## config.mk

```make
export PLATFORM = sky130hd
export DESIGN_NAME = regfile_verify_unit_flat
export DESIGN_NICKNAME = d
export VERILOG_FILES = /design/src/rtl/regfile_verify_pkg.sv /design/src/rtl/regfile_verify_unit_if.sv /design/src/rtl/verify_scan_pipe.sv /design/src/rtl/regfile_verify_unit.sv /design/src/flat_wrapper.sv
export SDC_FILE = /design/constraint.sdc
export NUM_CORES = 1
export LEC_CHECK = 0
export ABC_AREA = 1
export CORE_ASPECT_RATIO = 1.5
export CORE_UTILIZATION = 39
export CTS_BUF_LIST = sky130_fd_sc_hd__clkbuf_8
export CTS_CLUSTER_DIAMETER = 30
export DETAILED_ROUTE_END_ITERATION = 10
export GPL_TIMING_DRIVEN = 0
export PLACE_DENSITY = 0.8
export RECOVER_POWER = 25
export SLEW_MARGIN = 20
export SYNTH_ARGS = -nofsm -noshare
export SYNTH_HDL_FRONTEND = slang
export SYNTH_SLANG_ARGS = --single-unit
```

## constraint.sdc

```tcl
create_clock -name clock -period 1.6 [get_ports clock]
set_clock_uncertainty 0.05 [all_clocks]
set_input_delay 0.24 -clock clock [delete_from_list [all_inputs] [get_ports clock]]
set_output_delay 0.24 -clock clock [all_outputs]
set_load 0.02 [all_outputs]
```

## src/rtl/regfile_verify_pkg.sv

```systemverilog
// Package for the regfile run-and-check controller.
//   - verify_state_t : controller state encoding (IDLE/RUN/SCAN/DONE)
//   - DEF_*          : default parameter values shared by every file
//   - sig_update     : write-signature step, rotate-left-by-one then XOR with
//                      the written data and register index
// Optional feature macro used elsewhere: WRITE_SIGNATURE_EN.
package regfile_verify_pkg;

  typedef enum logic [1:0] {
    IDLE = 2'd0,
    RUN  = 2'd1,
    SCAN = 2'd2,
    DONE = 2'd3
  } verify_state_t;

  localparam int DEF_DATA_W         = 32;
  localparam int DEF_NUM_REGS       = 32;
  localparam int DEF_ADDR_W         = 5;
  localparam int DEF_CYCLE_W        = 10;
  localparam int DEF_DEFAULT_CYCLES = 255;

  // Widest signature the helper handles; callers zero-extend narrower values.
  localparam int SIG_MAX_W = 64;

  // Rotation wraps at 'width' bits, so the upper bits of the inputs must be 0.
  function automatic logic [SIG_MAX_W-1:0] sig_update(
    input logic [SIG_MAX_W-1:0] sig,
    input logic [SIG_MAX_W-1:0] data,
    input logic [SIG_MAX_W-1:0] rd,
    input int unsigned          width
  );
    logic [SIG_MAX_W-1:0] mask;
    logic [SIG_MAX_W-1:0] rot;
    mask = (width >= SIG_MAX_W) ? '1 : ((SIG_MAX_W'(1) << width) - SIG_MAX_W'(1));
    rot  = ((sig << 1) | (sig >> (width - 1))) & mask;
    return (rot ^ data ^ rd) & mask;
  endfunction

endpackage

```

## src/rtl/regfile_verify_unit_if.sv

```systemverilog
// Bus bundle between the run-and-check controller and its environment
// (processor write port, regfile read port A, expected-value memory, log and
// mismatch sinks, status).
//   master : the controller side (regfile_verify_unit)
//   slave  : the wrapper / testbench side
// With WRITE_SIGNATURE_EN defined the bundle also carries write_sig.
interface regfile_verify_unit_if #(
  parameter int DATA_W  = 32,
  parameter int ADDR_W  = 5,
  parameter int CYCLE_W = 10
);

  logic               start;
  logic [CYCLE_W-1:0] num_cycles;
  logic               rwe;
  logic [ADDR_W-1:0]  rd;
  logic [DATA_W-1:0]  rData;
  logic [DATA_W-1:0]  regA;
  logic               test_mode;
  logic [ADDR_W-1:0]  rs_test;
  logic [ADDR_W-1:0]  exp_addr;
  logic [DATA_W-1:0]  exp_data;
  logic               log_valid;
  logic [CYCLE_W-1:0] log_cycle;
  logic [ADDR_W-1:0]  log_reg;
  logic [DATA_W-1:0]  log_data;
  logic               mis_valid;
  logic [ADDR_W-1:0]  mis_reg;
  logic [DATA_W-1:0]  mis_exp;
  logic [DATA_W-1:0]  mis_act;
  logic               busy;
  logic               done;
  logic               pass;
  logic [ADDR_W:0]    error_count;
`ifdef WRITE_SIGNATURE_EN
  logic [DATA_W-1:0]  write_sig;
`endif

  modport master (
    input  start, num_cycles, rwe, rd, rData, regA, exp_data,
    output test_mode, rs_test, exp_addr,
    output log_valid, log_cycle, log_reg, log_data,
    output mis_valid, mis_reg, mis_exp, mis_act,
    output busy, done, pass, error_count
`ifdef WRITE_SIGNATURE_EN
    , output write_sig
`endif
  );

  modport slave (
    output start, num_cycles, rwe, rd, rData, regA, exp_data,
    input  test_mode, rs_test, exp_addr,
    input  log_valid, log_cycle, log_reg, log_data,
    input  mis_valid, mis_reg, mis_exp, mis_act,
    input  busy, done, pass, error_count
`ifdef WRITE_SIGNATURE_EN
    , input write_sig
`endif
  );

endinterface

```

## src/rtl/verify_scan_pipe.sv

```systemverilog
// Two-stage register scan used while the controller is in SCAN.
//   Issue stage   : drives test_mode/rs_test/exp_addr for idx 0..NUM_REGS-1
//                   and captures regA at the end of the cycle.
//   Compare stage : next cycle, compares the captured value with exp_data
//                   (synchronous memory, so it lines up with the capture).
// Ports:
//   clock, reset      system clock, synchronous active-high reset
//   clear             start accepted: restart index and error count
//   scan_en           controller is in SCAN
//   regA, exp_data    read-port-A data and expected-memory data
//   test_mode, rs_test, exp_addr   issue-stage outputs
//   mis_valid/reg/exp/act          one-cycle mismatch strobe and payload
//   error_count       saturating mismatch count
//   scan_last         final register is being compared this cycle
module verify_scan_pipe import regfile_verify_pkg::*; #(
  parameter int DATA_W   = DEF_DATA_W,
  parameter int NUM_REGS = DEF_NUM_REGS,
  parameter int ADDR_W   = DEF_ADDR_W
) (
  input  logic              clock,
  input  logic              reset,
  input  logic              clear,
  input  logic              scan_en,
  input  logic [DATA_W-1:0] regA,
  input  logic [DATA_W-1:0] exp_data,
  output logic              test_mode,
  output logic [ADDR_W-1:0] rs_test,
  output logic [ADDR_W-1:0] exp_addr,
  output logic              mis_valid,
  output logic [ADDR_W-1:0] mis_reg,
  output logic [DATA_W-1:0] mis_exp,
  output logic [DATA_W-1:0] mis_act,
  output logic [ADDR_W:0]   error_count,
  output logic              scan_last
);

  localparam logic [ADDR_W-1:0] LAST_IDX = ADDR_W'(NUM_REGS - 1);

  logic [ADDR_W-1:0] idx;
  logic              issue_done;
  logic              issue;
  logic              cmp_valid;
  logic [ADDR_W-1:0] cmp_idx;
  logic [DATA_W-1:0] act_q;
  logic              mismatch;
  logic [ADDR_W:0]   err_q;

  // Issue runs once per SCAN; issue_done keeps the final compare cycle
  // from issuing again and lets test_mode drop after the last register.
  assign issue = scan_en && !issue_done;

  always_ff @(posedge clock) begin
    if (reset || clear) begin
      idx        <= '0;
      issue_done <= 1'b0;
    end else if (issue) begin
      if (idx == LAST_IDX) begin
        issue_done <= 1'b1;
      end else begin
        idx <= idx + ADDR_W'(1);
      end
    end
  end

  always_ff @(posedge clock) begin
    if (reset || clear) begin
      cmp_valid <= 1'b0;
      cmp_idx   <= '0;
      act_q     <= '0;
    end else begin
      cmp_valid <= issue;
      if (issue) begin
        cmp_idx <= idx;
        act_q   <= regA;
      end
    end
  end

  assign mismatch  = cmp_valid && (act_q != exp_data);
  assign scan_last = cmp_valid && (cmp_idx == LAST_IDX);

  always_ff @(posedge clock) begin
    if (reset || clear) begin
      err_q <= '0;
    end else if (mismatch && (err_q != '1)) begin
      err_q <= err_q + (ADDR_W+1)'(1);
    end
  end

  // Payloads are zeroed outside a strobe so idle outputs read as 0.
  assign test_mode   = issue;
  assign rs_test     = issue ? idx : '0;
  assign exp_addr    = issue ? idx : '0;
  assign mis_valid   = mismatch;
  assign mis_reg     = mismatch ? cmp_idx  : '0;
  assign mis_exp     = mismatch ? exp_data : '0;
  assign mis_act     = mismatch ? act_q    : '0;
  assign error_count = err_q;

endmodule

```

## src/rtl/regfile_verify_unit.sv

```systemverilog
// Run-and-check controller for the processor regfile.
// Runs the CPU for a programmed number of cycles while logging every non-r0
// register write with its cycle stamp, then hijacks regfile read port A and
// compares every register against an expected-value memory.
// Ports:
//   clock  system clock (posedge)
//   reset  synchronous, active-high; aborts any run back to IDLE
//   bus    regfile_verify_unit_if.master: start/num_cycles, processor write
//          port (rwe/rd/rData), read port A (regA/test_mode/rs_test),
//          expected memory (exp_addr/exp_data), log_*, mis_*, busy/done/
//          pass/error_count
// Optional macro WRITE_SIGNATURE_EN adds bus.write_sig, a rolling signature
// of every logged write, cleared on start and stable in DONE.
module regfile_verify_unit import regfile_verify_pkg::*; #(
  parameter int DATA_W         = DEF_DATA_W,
  parameter int NUM_REGS       = DEF_NUM_REGS,
  parameter int ADDR_W         = DEF_ADDR_W,
  parameter int CYCLE_W        = DEF_CYCLE_W,
  parameter int DEFAULT_CYCLES = DEF_DEFAULT_CYCLES
) (
  input  logic                  clock,
  input  logic                  reset,
  regfile_verify_unit_if.master bus
);

  localparam logic [CYCLE_W-1:0] DEF_LEN = CYCLE_W'(DEFAULT_CYCLES);

  verify_state_t      state;
  verify_state_t      state_next;
  logic               start_accept;
  logic               run_last;
  logic               scan_last;
  logic [CYCLE_W-1:0] cyc;
  logic [CYCLE_W-1:0] len;
  logic               log_hit;
  logic               busy;
  logic               done;
  logic               pass;
  logic [ADDR_W:0]    error_count;

  assign start_accept = bus.start && ((state == IDLE) || (state == DONE));
  assign run_last     = (state == RUN) && (cyc == (len - CYCLE_W'(1)));

  always_ff @(posedge clock) begin
    if (reset) begin
      state <= IDLE;
    end else begin
      state <= state_next;
    end
  end

  always_comb begin
    state_next = state;
    case (state)
      IDLE, DONE: if (bus.start) state_next = RUN;
      RUN:        if (run_last)  state_next = SCAN;
      SCAN:       if (scan_last) state_next = DONE;
      default:    state_next = IDLE;
    endcase
  end

  always_comb begin
    busy = 1'b0;
    done = 1'b0;
    pass = 1'b0;
    case (state)
      RUN, SCAN: busy = 1'b1;
      DONE: begin
        done = 1'b1;
        pass = (error_count == '0);
      end
      default: ;
    endcase
  end

  // A zero run length selects DEFAULT_CYCLES; the run lasts exactly len cycles.
  always_ff @(posedge clock) begin
    if (reset) begin
      cyc <= '0;
      len <= '0;
    end else if (start_accept) begin
      cyc <= '0;
      len <= (bus.num_cycles == '0) ? DEF_LEN : bus.num_cycles;
    end else if (state == RUN) begin
      cyc <= cyc + CYCLE_W'(1);
    end
  end

  // Writes to r0 are architecturally discarded, so they are not logged.
  assign log_hit = (state == RUN) && bus.rwe && (bus.rd != '0);

  always_ff @(posedge clock) begin
    if (reset) begin
      bus.log_valid <= 1'b0;
      bus.log_cycle <= '0;
      bus.log_reg   <= '0;
      bus.log_data  <= '0;
    end else begin
      bus.log_valid <= log_hit;
      if (log_hit) begin
        bus.log_cycle <= cyc;
        bus.log_reg   <= bus.rd;
        bus.log_data  <= bus.rData;
      end
    end
  end

`ifdef WRITE_SIGNATURE_EN
  logic [DATA_W-1:0] sig_q;

  always_ff @(posedge clock) begin
    if (reset || start_accept) begin
      sig_q <= '0;
    end else if (log_hit) begin
      sig_q <= DATA_W'(sig_update(SIG_MAX_W'(sig_q), SIG_MAX_W'(bus.rData),
                                  SIG_MAX_W'(bus.rd), DATA_W));
    end
  end

  assign bus.write_sig = sig_q;
`endif

  verify_scan_pipe #(
    .DATA_W   (DATA_W),
    .NUM_REGS (NUM_REGS),
    .ADDR_W   (ADDR_W)
  ) u_scan (
    .clock       (clock),
    .reset       (reset),
    .clear       (start_accept),
    .scan_en     (state == SCAN),
    .regA        (bus.regA),
    .exp_data    (bus.exp_data),
    .test_mode   (bus.test_mode),
    .rs_test     (bus.rs_test),
    .exp_addr    (bus.exp_addr),
    .mis_valid   (bus.mis_valid),
    .mis_reg     (bus.mis_reg),
    .mis_exp     (bus.mis_exp),
    .mis_act     (bus.mis_act),
    .error_count (error_count),
    .scan_last   (scan_last)
  );

  assign bus.busy        = busy;
  assign bus.done        = done;
  assign bus.pass        = pass;
  assign bus.error_count = error_count;

endmodule
```

## src/flat_wrapper.sv

```systemverilog
// flat-port wrapper written by rule: the top's interface ports become plain ports
module regfile_verify_unit_flat import regfile_verify_pkg::*;
#(
  parameter int DATA_W         = DEF_DATA_W,
  parameter int NUM_REGS       = DEF_NUM_REGS,
  parameter int ADDR_W         = DEF_ADDR_W,
  parameter int CYCLE_W        = DEF_CYCLE_W,
  parameter int DEFAULT_CYCLES = DEF_DEFAULT_CYCLES
)
  (clock, reset, bus_start, bus_num_cycles, bus_rwe, bus_rd, bus_rData, bus_regA, bus_exp_data, bus_test_mode, bus_rs_test, bus_exp_addr, bus_log_valid, bus_log_cycle, bus_log_reg, bus_log_data, bus_mis_valid, bus_mis_reg, bus_mis_exp, bus_mis_act, bus_busy, bus_done, bus_pass, bus_error_count);
  regfile_verify_unit_if #(.DATA_W(DATA_W), .ADDR_W(ADDR_W), .CYCLE_W(CYCLE_W)) bus_i ();
  input  logic clock;
  input  logic reset;
  input wire logic [$bits(bus_i.start)-1:0] bus_start;
  input wire logic [$bits(bus_i.num_cycles)-1:0] bus_num_cycles;
  input wire logic [$bits(bus_i.rwe)-1:0] bus_rwe;
  input wire logic [$bits(bus_i.rd)-1:0] bus_rd;
  input wire logic [$bits(bus_i.rData)-1:0] bus_rData;
  input wire logic [$bits(bus_i.regA)-1:0] bus_regA;
  input wire logic [$bits(bus_i.exp_data)-1:0] bus_exp_data;
  output wire logic [$bits(bus_i.test_mode)-1:0] bus_test_mode;
  output wire logic [$bits(bus_i.rs_test)-1:0] bus_rs_test;
  output wire logic [$bits(bus_i.exp_addr)-1:0] bus_exp_addr;
  output wire logic [$bits(bus_i.log_valid)-1:0] bus_log_valid;
  output wire logic [$bits(bus_i.log_cycle)-1:0] bus_log_cycle;
  output wire logic [$bits(bus_i.log_reg)-1:0] bus_log_reg;
  output wire logic [$bits(bus_i.log_data)-1:0] bus_log_data;
  output wire logic [$bits(bus_i.mis_valid)-1:0] bus_mis_valid;
  output wire logic [$bits(bus_i.mis_reg)-1:0] bus_mis_reg;
  output wire logic [$bits(bus_i.mis_exp)-1:0] bus_mis_exp;
  output wire logic [$bits(bus_i.mis_act)-1:0] bus_mis_act;
  output wire logic [$bits(bus_i.busy)-1:0] bus_busy;
  output wire logic [$bits(bus_i.done)-1:0] bus_done;
  output wire logic [$bits(bus_i.pass)-1:0] bus_pass;
  output wire logic [$bits(bus_i.error_count)-1:0] bus_error_count;
  assign bus_i.start = bus_start;
  assign bus_i.num_cycles = bus_num_cycles;
  assign bus_i.rwe = bus_rwe;
  assign bus_i.rd = bus_rd;
  assign bus_i.rData = bus_rData;
  assign bus_i.regA = bus_regA;
  assign bus_i.exp_data = bus_exp_data;
  assign bus_test_mode = bus_i.test_mode;
  assign bus_rs_test = bus_i.rs_test;
  assign bus_exp_addr = bus_i.exp_addr;
  assign bus_log_valid = bus_i.log_valid;
  assign bus_log_cycle = bus_i.log_cycle;
  assign bus_log_reg = bus_i.log_reg;
  assign bus_log_data = bus_i.log_data;
  assign bus_mis_valid = bus_i.mis_valid;
  assign bus_mis_reg = bus_i.mis_reg;
  assign bus_mis_exp = bus_i.mis_exp;
  assign bus_mis_act = bus_i.mis_act;
  assign bus_busy = bus_i.busy;
  assign bus_done = bus_i.done;
  assign bus_pass = bus_i.pass;
  assign bus_error_count = bus_i.error_count;
  regfile_verify_unit #(.DATA_W(DATA_W), .NUM_REGS(NUM_REGS), .ADDR_W(ADDR_W), .CYCLE_W(CYCLE_W), .DEFAULT_CYCLES(DEFAULT_CYCLES)) u_core (.clock(clock), .reset(reset), .bus(bus_i));
endmodule
```

==> results of run 1 <==
## area by class of cell
| class | count | area [sq um] |
|---|---|---|
| timing repair buffer | 338 | 3420 |
| clock inverter | 15 | 190 |
| clock buffer | 17 | 234 |
| fill | 939 | 3480 |
| sequential | 120 | 2430 |
| multi-input combinational | 563 | 3510 |
| tap | 196 | 245 |
| buffer | 39 | 450 |
| inverter | 118 | 482 |
| timing repair inverter | 1 | 11.3 |
## cell usage after synthesis, drive strengths merged
master,n
clkbuf,27
xnor2,8
a21oi,71
o21a,4
nor2,201
nand2,96
xor2,18
a221oi,3
o21ai,94
nand3,16
nand4,21
buf,17
nor4,5
nor3,12
a31oi,3
ha,9
clkinv,3
o41ai,1
dfxtp,120
inv,115
or2,1
## power groups by stage
stage	clock network [mW]	logic [mW]	registers (mW)
2_1_floorplan	0	2.44	4.23
3_3_place_gp	0	4.40	3.95
3_5_place_dp	0	4.47	3.97
4_1_cts	3.04	5.06	3.90
5_1_grt	3.21	7.41	4.04
6_report	3.06	6.94	3.99
## per-stage QoR
| stage | power [mW] | cell area, sq um |
|---|---|---|
| after detailed placement | 8.44 | 8640 |
| after CTS | 12.0 | 9430 |
| final | 14.0 | 11000 |
| after global placement | 8.35 | 8640 |
| after floorplan | 6.68 | 5880 |
| after global routing | 14.7 | 11000 |
## kinds of logic after synthesis
family / share of synthesized area
DFF: 0.417
adders and majority gates: 0.0196
xor gates and xnor gates: 0.0395
and+or+nand+nor: 0.252
buffers and inverters: 0.113
AOI/OAI and AO/OA: 0.158
## layer usage
metal / vias to the layer above / GRT usage
met5: - / 0
met4: 0 / 0.161
met3: 123 / 0.0964
met2: 413 / 0.505
met1: 3481 / 0.235
li1: 3415 / -
## critical path: stages
cell and delay, ns:
clkdlybuf4s50_1 0.51, inv_2 0.14, nand2_1 0.06, a21oi_1 0.32, nand4_1 0.22, nor2_4 0.19, nand3_4 0.11, nand2_4 0.13
buf_12 0.16, buf_8 0.14, nor2_1 0.07, buf_2 0.17
## worst max-delay path by stage
stage                                 start               to  cells past startpoint
detailed placement         bus_exp_data[14]  bus_mis_act[30]                     12
global route               bus_exp_data[14]   bus_mis_exp[3]                     12
floorplan           u_core.u_scan.act_q[29]    bus_mis_valid                      9
finish                     bus_exp_data[14]   bus_mis_exp[3]                     12
CTS                 u_core.u_scan.act_q[10]  bus_mis_exp[15]                     10
global placement           bus_exp_data[14]  bus_mis_act[30]                     12
## timing repair
item | 4_1_cts | 5_1_grt
setup endpoints to repair | 247 | 191
resized for setup | 570 | 406
buffers inserted | 44 | 39
pin swaps | 29 | 56
gates cloned | 2 | 14
hold buffers | 0 | 0
## cells in the final DEF (no fill, tap or decap), types with 4 or more instances in the layout
| master | count |
|---|---|
| inv_6 | 7 |
| ha_1 | 4 |
| o21a_1 | 4 |
| buf_6 | 98 |
| clkbuf_2 | 4 |
| xor2_1 | 18 |
| clkdlybuf4s50_1 | 113 |
| dfxtp_2 | 13 |
| buf_12 | 4 |
| o21ai_4 | 6 |
| nor3_1 | 7 |
| nor2_4 | 34 |
| nand4_1 | 21 |
| xnor2_1 | 8 |
| buf_8 | 22 |
| dfxtp_1 | 104 |
| o21ai_2 | 29 |
| a21oi_1 | 52 |
| buf_4 | 47 |
| inv_1 | 95 |
| ha_4 | 4 |
| a21oi_2 | 17 |
| nor3_2 | 4 |
| clkbuf_16 | 11 |
| buf_2 | 18 |
| nand3_1 | 12 |
| nor2_2 | 36 |
| clkbuf_1 | 6 |
| clkinv_4 | 7 |
| nor2_1 | 131 |
| clkbuf_8 | 17 |
| nand2_4 | 4 |
| nand2_1 | 81 |
| o21ai_1 | 23 |
| nand2_2 | 10 |
| dlygate4sd2_1 | 53 |
| o21ai_0 | 36 |
| inv_2 | 14 |
==> impl_metrics.csv, run 1 <==
group,metric,value,unit
status,status,"finished, violations left",
status,violations,"setup timing",
layout,num_antenna_cells,0,
sta,hold_ws,0.236,ns
detailed_routing,drc,0,
power,pwr-share-comb,0.496,
layout,nets,1322,
floorplan,die_x,101,um
yosys,yosys.area.top_type,"dfxtp_1",
detailed_routing,routed.top_layer,"met4",
yosys,yosysWarnings,0,
min_path,hold_end,"u_core.bus.log_valid",
detailed_routing,drtAntennaViolNets,0,
sta,fmax,0.362,GHz
detailed_routing,wl_met1,8.51,mm
grt,grt_max_degree,17,
power,ir_worst_vdd,0.000884,V
sta,drv_slew,0,
yosys,yosysUniqueCellTypes,30,
worst_setup_path,reg2regPathDepth,15,
detailed_routing,wl_per_cell,18.5,um
detailed_routing,drtPass1Iterations,5,
yosys,synthesis.area,0.00576,sq mm
floorplan,placementRows,54,
yosys,synth_nets,969,
place,dp_slack,-1.58,ns
sta,setup_tns,-111.84,ns
min_path,holdPathStages,2,
place,gp_congestion,0.874,
clocking,cts_buffers,17,
worst_setup_path,reg2reg_slack,-0.97,ns
worst_setup_path,start_kind,"input port",
worst_setup_path,r2r_start,"u_core.u_scan.act_q[15]",
sta,max_slew_margin,0.543,
yosys,synth_cells,845,
yosys,avgSynthCellArea,6.82,sq um
floorplan,core,0.0145,sq mm
detailed_routing,wl_met3,2.36,mm
clocking,cts_tree,"done",
power,internal_power,8.32,mW
sta,setup_slack,-1.16,ns
yosys,synth_top_area_share,0.417,
power,power.share.sequential,0.285,
layout,area_growth,90.6,%
yosys,synth-seq-cells,120,
worst_setup_path,end_kind,"primary output",
floorplan,die_area,0.0153,sq mm
place,dp.cells,1292,
detailed_routing,drtIter0Drc,327,
min_path,min_from,"reset",
grt,grt_use_total,0.267,
sta,rsz0062_at_grt,"yes",
floorplan,start_util,0.398,
yosys,yosysSeqAreaShare,0.417,
power,leakage,4.79,nW
detailed_routing,vias,7432,
layout,drive_gt1_frac,0.358,
layout,instances_no_fill,1407,
sta,setup_viol,189,
detailed_routing,viasPerCell,5.28,
grt,grt_remaining_overflow,0,
job,maxCapViolations,0,
floorplan,ioPinCount,253,
floorplan,die_h,151,um
power,powerDensity,1270,mW/mm^2
layout,top_regs,"u_core.bus.log_data x32, u_core.u_scan.act_q x32",
worst_setup_path,cp_data_arrival_time,2.47,ns
place,port-buffer-count,251,
clocking,cts.sinks,120,
sta,worstMarginPinSlew,0.685,ns
worst_setup_path,cp.required,1.31,ns
detailed_routing,dr_wl_met2,13.5,mm
power,p_clk_frac,0.219,
min_path,hold_path_class,"input port to register",
detailed_routing,routed_wl,26.0,mm
layout,fin_util,0.759,
yosys,synthTopCellsByArea,"dfxtp_1 (42%), nor2_1 (13%), o21ai_0 (8.1%)",
power,swShare,0.405,
clocking,h-tree-depth,4,
power,p_sw,5.67,mW
clocking,worst_skew_pair.late_latency,0.45,ns
grt,grt_pass1_vias,6618,
place,hpwl,14.9,mm
worst_setup_path,reg2reg_to,"u_core.u_scan.error_count[2]",
clocking,clockRootBuffer,"clkbuf_8",
worst_setup_path,worstPathMaxFanout,10,
sta,period_minus_slack,2.76,ns
clocking,clk_pin_slew,0.09,ns
sta,timing.final.crit_share,1.72,
grt,grt_pass1_wl,31.3,mm
grt,grt_antenna_before_repair,0,
sta,hold_violations,0,
clocking,clockBufferDepth,2,
worst_setup_path,crit_type,"input port to primary output",
Power figures use the tool's default switching activity.
==> run 2, diff against run 1 <==
--- a/config.mk
+++ b/config.mk
@@ -7,14 +7,15 @@
 export LEC_CHECK = 0
 export ABC_AREA = 1
 export CORE_ASPECT_RATIO = 1.5
-export CORE_UTILIZATION = 39
+export CORE_UTILIZATION = 40
 export CTS_BUF_LIST = sky130_fd_sc_hd__clkbuf_8
 export CTS_CLUSTER_DIAMETER = 30
 export DETAILED_ROUTE_END_ITERATION = 10
 export GPL_TIMING_DRIVEN = 0
-export PLACE_DENSITY = 0.8
+export PLACE_DENSITY = 0.81
 export RECOVER_POWER = 25
 export SLEW_MARGIN = 20
 export SYNTH_ARGS = -nofsm -noshare
 export SYNTH_HDL_FRONTEND = slang
+export SYNTH_HIERARCHICAL = 1
 export SYNTH_SLANG_ARGS = --single-unit
==> impl_metrics.csv, run 2 <==
group,metric,value,unit
floorplan,core,0.0145,sq mm
worst_setup_path,reg2reg_slack,-0.24,ns
yosys,yosysSeqAreaShare,0.405,
detailed_routing,drtPass1Iterations,5,
clocking,h-tree-depth,4,
clocking,clockRootBuffer,"clkbuf_8",
job,maxCapViolations,0,
min_path,min_from,"bus_num_cycles[1]",
grt,grt_use_total,0.290,
yosys,yosys-top-cells-count,"nor2_1 (219), nand2_1 (130), dfxtp_1 (120), inv_1 (102), o21ai_0 (93)",
grt,grt_remaining_overflow,0,
yosys,synth-seq-cells,120,
clocking,cts_buffers,17,
yosys,yosys.area.top_type,"dfxtp_1",
detailed_routing,drtIter0Drc,268,
grt,grt_pass1_vias,6687,
power,ir_worst_vdd,0.000949,V
clocking,clk_pin_slew,0.09,ns
min_path,hold_end,"u_core/len[1]",
status,violations,"setup timing",
layout,ff_latch_area,0.00243,sq mm
grt,grt_antenna_before_repair,7,
min_path,holdPathStages,3,
worst_setup_path,crit_type,"register to primary output",
sta,timing.final.crit_share,1.55,
sta,hold_violations,0,
place,placedInstanceArea,0.00879,sq mm
detailed_routing,viasPerCell,5.09,
place,gp_congestion,0.915,
yosys,synthesis.area,0.00593,sq mm
yosys,yosysWarnings,6,
yosys,synth.most_common_cell,"nor2_1",
yosys,synth-edff-count,0,
place,port-buffer-count,252,
clocking,worst_skew_pair.late_latency,0.44,ns
floorplan,ioPinCount,253,
place,dp_slack,-1.19,ns
power,leakage,4.75,nW
yosys,synth_top_area_share,0.405,
sta,drv_slew,0,
layout,final_cell_area,0.0107,sq mm
yosys,synth_top_flop_cell,"dfxtp_1",
worst_setup_path,start_kind,"register",
power,powerDensity,1260,mW/mm^2
yosys,synth_nets,1011,
floorplan,placementRows,54,
detailed_routing,wl_per_cell,17.5,um
grt,grt_max_degree,17,
detailed_routing,routed_wl,25.2,mm
yosys,synthTopCellsByArea,"dfxtp_1 (40%), nor2_1 (14%), nand2_1 (8.2%)",
layout,final_cell_mix,"nor2_1 (171), nand2_1 (117), clkdlybuf4s50_1 (112)",
min_path,hold_path_class,"input port to register",
detailed_routing,drc,0,
layout,n_fill_cell,996,
worst_setup_path,worstPathMaxFanout,7,
worst_setup_path,cp_data_arrival_time,2.20,ns
worst_setup_path,r2r_start,"u_core/u_scan/act_q[30]",
layout,top_regs,"u_core/bus.log_data x32, u_core/u_scan/act_q x32",
place,hpwl,15.8,mm
worst_setup_path,cp.required,1.31,ns
worst_setup_path,reg2regPathDepth,12,
sta,setup_viol,122,
layout,multi_input_area,0.00347,sq mm
sta,setup_slack,-0.886,ns
worst_setup_path,reg2reg_to,"u_core/u_scan/error_count[0]",
detailed_routing,vias,7335,
sta,fmax,0.402,GHz
status,status,"finished, violations left",
clocking,clockBufferDepth,2,
sta,rsz0062_at_grt,"yes",
layout,area_growth,79.6,%
sta,worstMarginPinSlew,0.677,ns
yosys,avgSynthCellArea,6.69,sq um
clocking,cts.sinks,120,
floorplan,start_util,0.408,
grt,grt_pass1_wl,33.4,mm
clocking,cts_tree,"done",
yosys,synth_cells,887,
layout,nets,1350,
floorplan,die_x,101,um
layout,drive_gt1_frac,0.331,
floorplan,die_area,0.0153,sq mm
detailed_routing,drtAntennaViolNets,0,
sta,period_minus_slack,2.49,ns
sta,max_slew_margin,0.549,
yosys,yosysUniqueCellTypes,35,
worst_setup_path,end_kind,"primary output",
layout,layout_commonest_cell,"nor2_1",
yosys,async_reset_ff_frac,0,
floorplan,die_h,151,um
sta,hold_ws,0.346,ns
layout,fin_util,0.734,
run 2: changes by cell type after synthesis, sizes merged, moves of 9 or more:
cell / previous run / this run
inv: 115 / 124
xnor2: 8 / 24
nand2: 96 / 134
xor2: 18 / 4
nor2: 201 / 226
a21oi: 71 / 56
nand4: 21 / 4
run 2: metrics by stage:
step	cells	setup TNS, ns	power [mW]
after floorplan	887	-0.280	6.77
after global placement	1335	-120.52	8.41
after detailed placement	1335	-124.29	8.51
after CTS	1408	-50.32	12.2
final	1440	-62.36	13.4
after global routing	1435	-72.38	14.1
run 2: power breakdown:
group	switching, mW	leakage (nW)	internal, mW
registers	0.424	0.985	3.57
logic	3.50	3.56	2.99
clock network	1.44	0.198	1.46
total	5.36	4.75	8.02
run 2: layout make-up:
cell class | instances | share of cell area
Multi-Input combinational cell | 601 | 0.326
Timing Repair Buffer | 325 | 0.297
Sequential cell | 120 | 0.228
Inverter | 125 | 0.0479
Buffer | 35 | 0.0375
Clock buffer | 18 | 0.0232
Tap cell | 196 | 0.0230
Clock inverter | 14 | 0.0151
Antenna cell | 5 | 0.00117
Timing Repair inverter | 1 | 0.00106
run 2: critical path, cell delays in order, from the launching register on:
cell and delay (ns):
dfxtp_1 0.34, xnor2_1 0.22, nand2_1 0.10, nor2_1 0.12, nand2_1 0.10, nor2_4 0.15
nand2_4 0.09, nand2_8 0.13, buf_12 0.14, buf_8 0.14, nor2_2 0.07, buf_6 0.14
run 2: worst max path at each step:
stage | start | to | slack, ns | cells after the start
2_1_floorplan | u_core/state[0] | bus_rs_test[0] | -0.07 | 8
3_3_place_gp | bus_exp_data[17] | bus_mis_exp[16] | -1.18 | 13
3_5_place_dp | bus_exp_data[9] | bus_mis_act[3] | -1.19 | 11
4_1_cts | u_core/u_scan/act_q[9] | bus_mis_act[29] | -0.73 | 11
5_1_grt | u_core/u_scan/act_q[30] | bus_mis_exp[30] | -0.95 | 11
6_report | u_core/u_scan/act_q[30] | bus_mis_exp[30] | -0.89 | 11
run 2: logic make-up after synthesis:
family | Yosys count | synth area share
and+or+nand+nor | 400 | 0.274
xor gates and xnor gates | 28 | 0.0413
DFF | 120 | 0.405
buffers and inverters | 166 | 0.116
adders and majority gates | 9 | 0.0190
AOI/OAI and AO/OA | 163 | 0.144
muxes | 1 | 0.00169
run 2: routing by layer:
| layer | wire, um | up-vias | GRT usage |
|---|---|---|---|
| met5 | 41 | - | 0 |
| met4 | 1630 | 6 | 0.143 |
| met3 | 2420 | 121 | 0.113 |
| met2 | 13000 | 361 | 0.549 |
| met1 | 8040 | 3376 | 0.263 |
| li1 | - | 3471 | - |
run 2: repair_timing:
action	in CTS	in global routing
setup endpoints to repair	249	187
gates cloned	4	6
hold buffers	0	0
setup buffers	42	25
pin swaps	37	38
resized for setup	653	215
==> run 3, diff against run 2 <==
--- a/config.mk
+++ b/config.mk
@@ -7,12 +7,12 @@
 export LEC_CHECK = 0
 export ABC_AREA = 1
 export CORE_ASPECT_RATIO = 1.5
-export CORE_UTILIZATION = 40
+export CORE_UTILIZATION = 44
 export CTS_BUF_LIST = sky130_fd_sc_hd__clkbuf_8
 export CTS_CLUSTER_DIAMETER = 30
 export DETAILED_ROUTE_END_ITERATION = 10
 export GPL_TIMING_DRIVEN = 0
-export PLACE_DENSITY = 0.81
+export PLACE_DENSITY = 0.85
 export RECOVER_POWER = 25
 export SLEW_MARGIN = 20
 export SYNTH_ARGS = -nofsm -noshare
==> constraint.sdc (replaced) <==
create_clock -name clock -period 2.4 [get_ports clock]
set_clock_uncertainty 0.05 [all_clocks]
set_input_delay 0.36 -clock clock [delete_from_list [all_inputs] [get_ports clock]]
set_output_delay 0.36 -clock clock [all_outputs]
set_load 0.02 [all_outputs]
==> impl_metrics.csv, run 3 (synthesis results as in run 2) <==
group,metric,value,unit
worst_setup_path,reg2regPathDepth,8,
detailed_routing,vias,6980,
floorplan,die_h,144,um
grt,grt_antenna_before_repair,4,
status,status,"finished, violations left",
sta,setup_viol,70,
layout,multi_input_area,0.00314,sq mm
detailed_routing,viasPerCell,5.14,
clocking,h-tree-depth,4,
detailed_routing,routed_wl,22.2,mm
worst_setup_path,worstPathMaxFanout,8,
grt,grt_use_total,0.288,
clocking,cts.sinks,120,
detailed_routing,drtPass1Iterations,5,
grt,grt_remaining_overflow,0,
floorplan,placementRows,51,
sta,timing.final.crit_share,1.10,
job,maxCapViolations,0,
place,dp_slack,-0.629,ns
worst_setup_path,crit_type,"register to primary output",
sta,drv_slew,0,
floorplan,die_x,96.8,um
sta,hold_ws,0.415,ns
worst_setup_path,start_kind,"register",
sta,rsz0062_at_grt,"yes",
floorplan,core,0.0131,sq mm
sta,worstMarginPinSlew,0.663,ns
power,powerDensity,817,mW/mm^2
grt,grt_pass1_wl,31.5,mm
place,gp_congestion,0.943,
place,dp.cells,1298,
worst_setup_path,critical_path.cell_chain,"nand2_1 -> nand2_1 -> nand2_1 -> nor2_1 -> nand2_2 -> nor2_4 -> nand2_4 -> nand2_8 -> buf_12 -> buf_6 -> nor2_2 -> buf_6",
clocking,clk_pin_slew,0.07,ns
min_path,min_from,"u_core/bus.log_reg[4]",
worst_setup_path,reg2reg_slack,0.02,ns
detailed_routing,drtAntennaViolNets,0,
layout,fin_util,0.733,
layout,nets,1308,
layout,layout_commonest_cell,"nor2_1",
floorplan,ioPinCount,253,
layout,final_cell_area,0.00959,sq mm
sta,setup_slack,-0.244,ns
worst_setup_path,r2r_start,"u_core/state[0]",
sta,fmax,0.378,GHz
sta,period_minus_slack,2.64,ns
clocking,clockBufferDepth,2,
grt,grt_pass1_vias,6379,
power,leakage,4.26,nW
worst_setup_path,reg2reg_to,"u_core/u_scan/act_q[21]",
detailed_routing,drtIter0Drc,282,
power,ir_worst_vdd,0.000644,V
worst_setup_path,critPathMaxStageDelay,0.38,ns
detailed_routing,drc,0,
clocking,cts_tree,"done",
clocking,clockRootBuffer,"clkbuf_8",
worst_setup_path,critical_path.slowest_cell,"dfxtp_1",
layout,n_fill_cell,945,
worst_setup_path,cp.required,1.99,ns
floorplan,die_area,0.0140,sq mm
worst_setup_path,worst_path_most_repeated_cell,"nand2_1",
place,placedInstanceArea,0.00865,sq mm
status,violations,"setup timing",
clocking,worst_skew_pair.late_latency,0.43,ns
layout,top_regs,"u_core/bus.log_data x32, u_core/u_scan/act_q x32",
worst_setup_path,crit_buf_inv,3,
layout,drive_gt1_frac,0.216,
worst_setup_path,path_delay_family,"simple AND/OR/NAND/NOR gates",
grt,grt_max_degree,17,
layout,instances_no_fill,1357,
sta,hold_violations,0,
layout,area_growth,61.7,%
min_path,hold_path_class,"register to register",
clocking,cts_buffers,17,
sta,max_slew_margin,0.557,
worst_setup_path,cp_data_arrival_time,2.23,ns
place,hpwl,15.6,mm
min_path,holdPathStages,2,
layout,final_cell_mix,"nor2_1 (175), nand2_1 (126), dfxtp_1 (110)",
detailed_routing,wl_per_cell,16.4,um
floorplan,start_util,0.454,
layout,ff_latch_area,0.00241,sq mm
place,port-buffer-count,252,
worst_setup_path,end_kind,"primary output",
min_path,hold_end,"u_core/bus.log_reg[4]",
[run 3: changes by cell type in the layout (fill, tap and decap cells not counted), moves of 23 or more]
cell	delta
buf_4	-37
buf_6	-23
o21ai_0	+63
o21ai_1	-27
o21ai_2	-34
dlygate4sd3_1	+37
dlygate4sd2_1	-27
[run 3: worst reg2reg max path, cell delays in order (launching register included)]
cell and delay [ns]:
dfxtp_1 0.39, inv_1 0.08, ha_2 0.29, nand2_1 0.18
clkinv_1 0.31, nor2_4 0.31, clkbuf_2 0.27, o21ai_0 0.21
a21oi_1 0.21
[run 3: repair_timing]
item | in CTS | in global routing
gates resized for setup | 351 | 187
pin swaps | 14 | 18
endpoints found under the setup margin | 127 | 110
gates cloned | 1 | 3
buffers inserted | 10 | 16
hold buffers | 0 | 0
[run 3: power breakdown]
group	total (mW)	switching, mW	internal (mW)
Sequential	2.63	0.269	2.36
Clock	1.99	0.844	1.15
Combinational	3.21	1.92	1.29
Total	7.84	3.03	4.81
[run 3: worst max path at each step]
stage | slack, ns | start | end | cells after the start
after floorplan | 0.29 | u_core/state[0] | bus_rs_test[4] | 8
after global placement | -0.60 | bus_exp_data[16] | bus_mis_act[2] | 11
after detailed placement | -0.63 | bus_exp_data[16] | bus_mis_act[2] | 11
after CTS | -0.08 | u_core/u_scan/act_q[9] | bus_mis_exp[17] | 10
after global routing | -0.29 | u_core/u_scan/act_q[21] | bus_mis_reg[0] | 12
final | -0.24 | u_core/u_scan/act_q[21] | bus_mis_reg[0] | 12
[run 3: area by class of cell]
cell class	instances	area share
clock buffers	18	0.0258
repair buffers	281	0.281
diodes	1	0.000261
flip-flops and latches	120	0.252
clock inverters	14	0.0190
inverters	125	0.0492
plain buffers	37	0.0252
well taps	159	0.0207
multi-input cells	602	0.327
[run 3: stage by stage]
stage                     setup TNS, ns  power (mW)
final                            -11.73        7.84
after global routing             -15.86        8.30
after CTS                         -1.47        7.66
after detailed placement         -54.86        5.59
after global placement           -52.81        5.53
after floorplan                       0        4.43
[run 3: routing by layer]
layer / track usage / vias up / wire length, um
li1: - / 3361 / -
met1: 0.278 / 3215 / 7630
met2: 0.554 / 331 / 11800
met3: 0.0957 / 67 / 1840
met4: 0.127 / 6 / 868
met5: 0 / - / 34
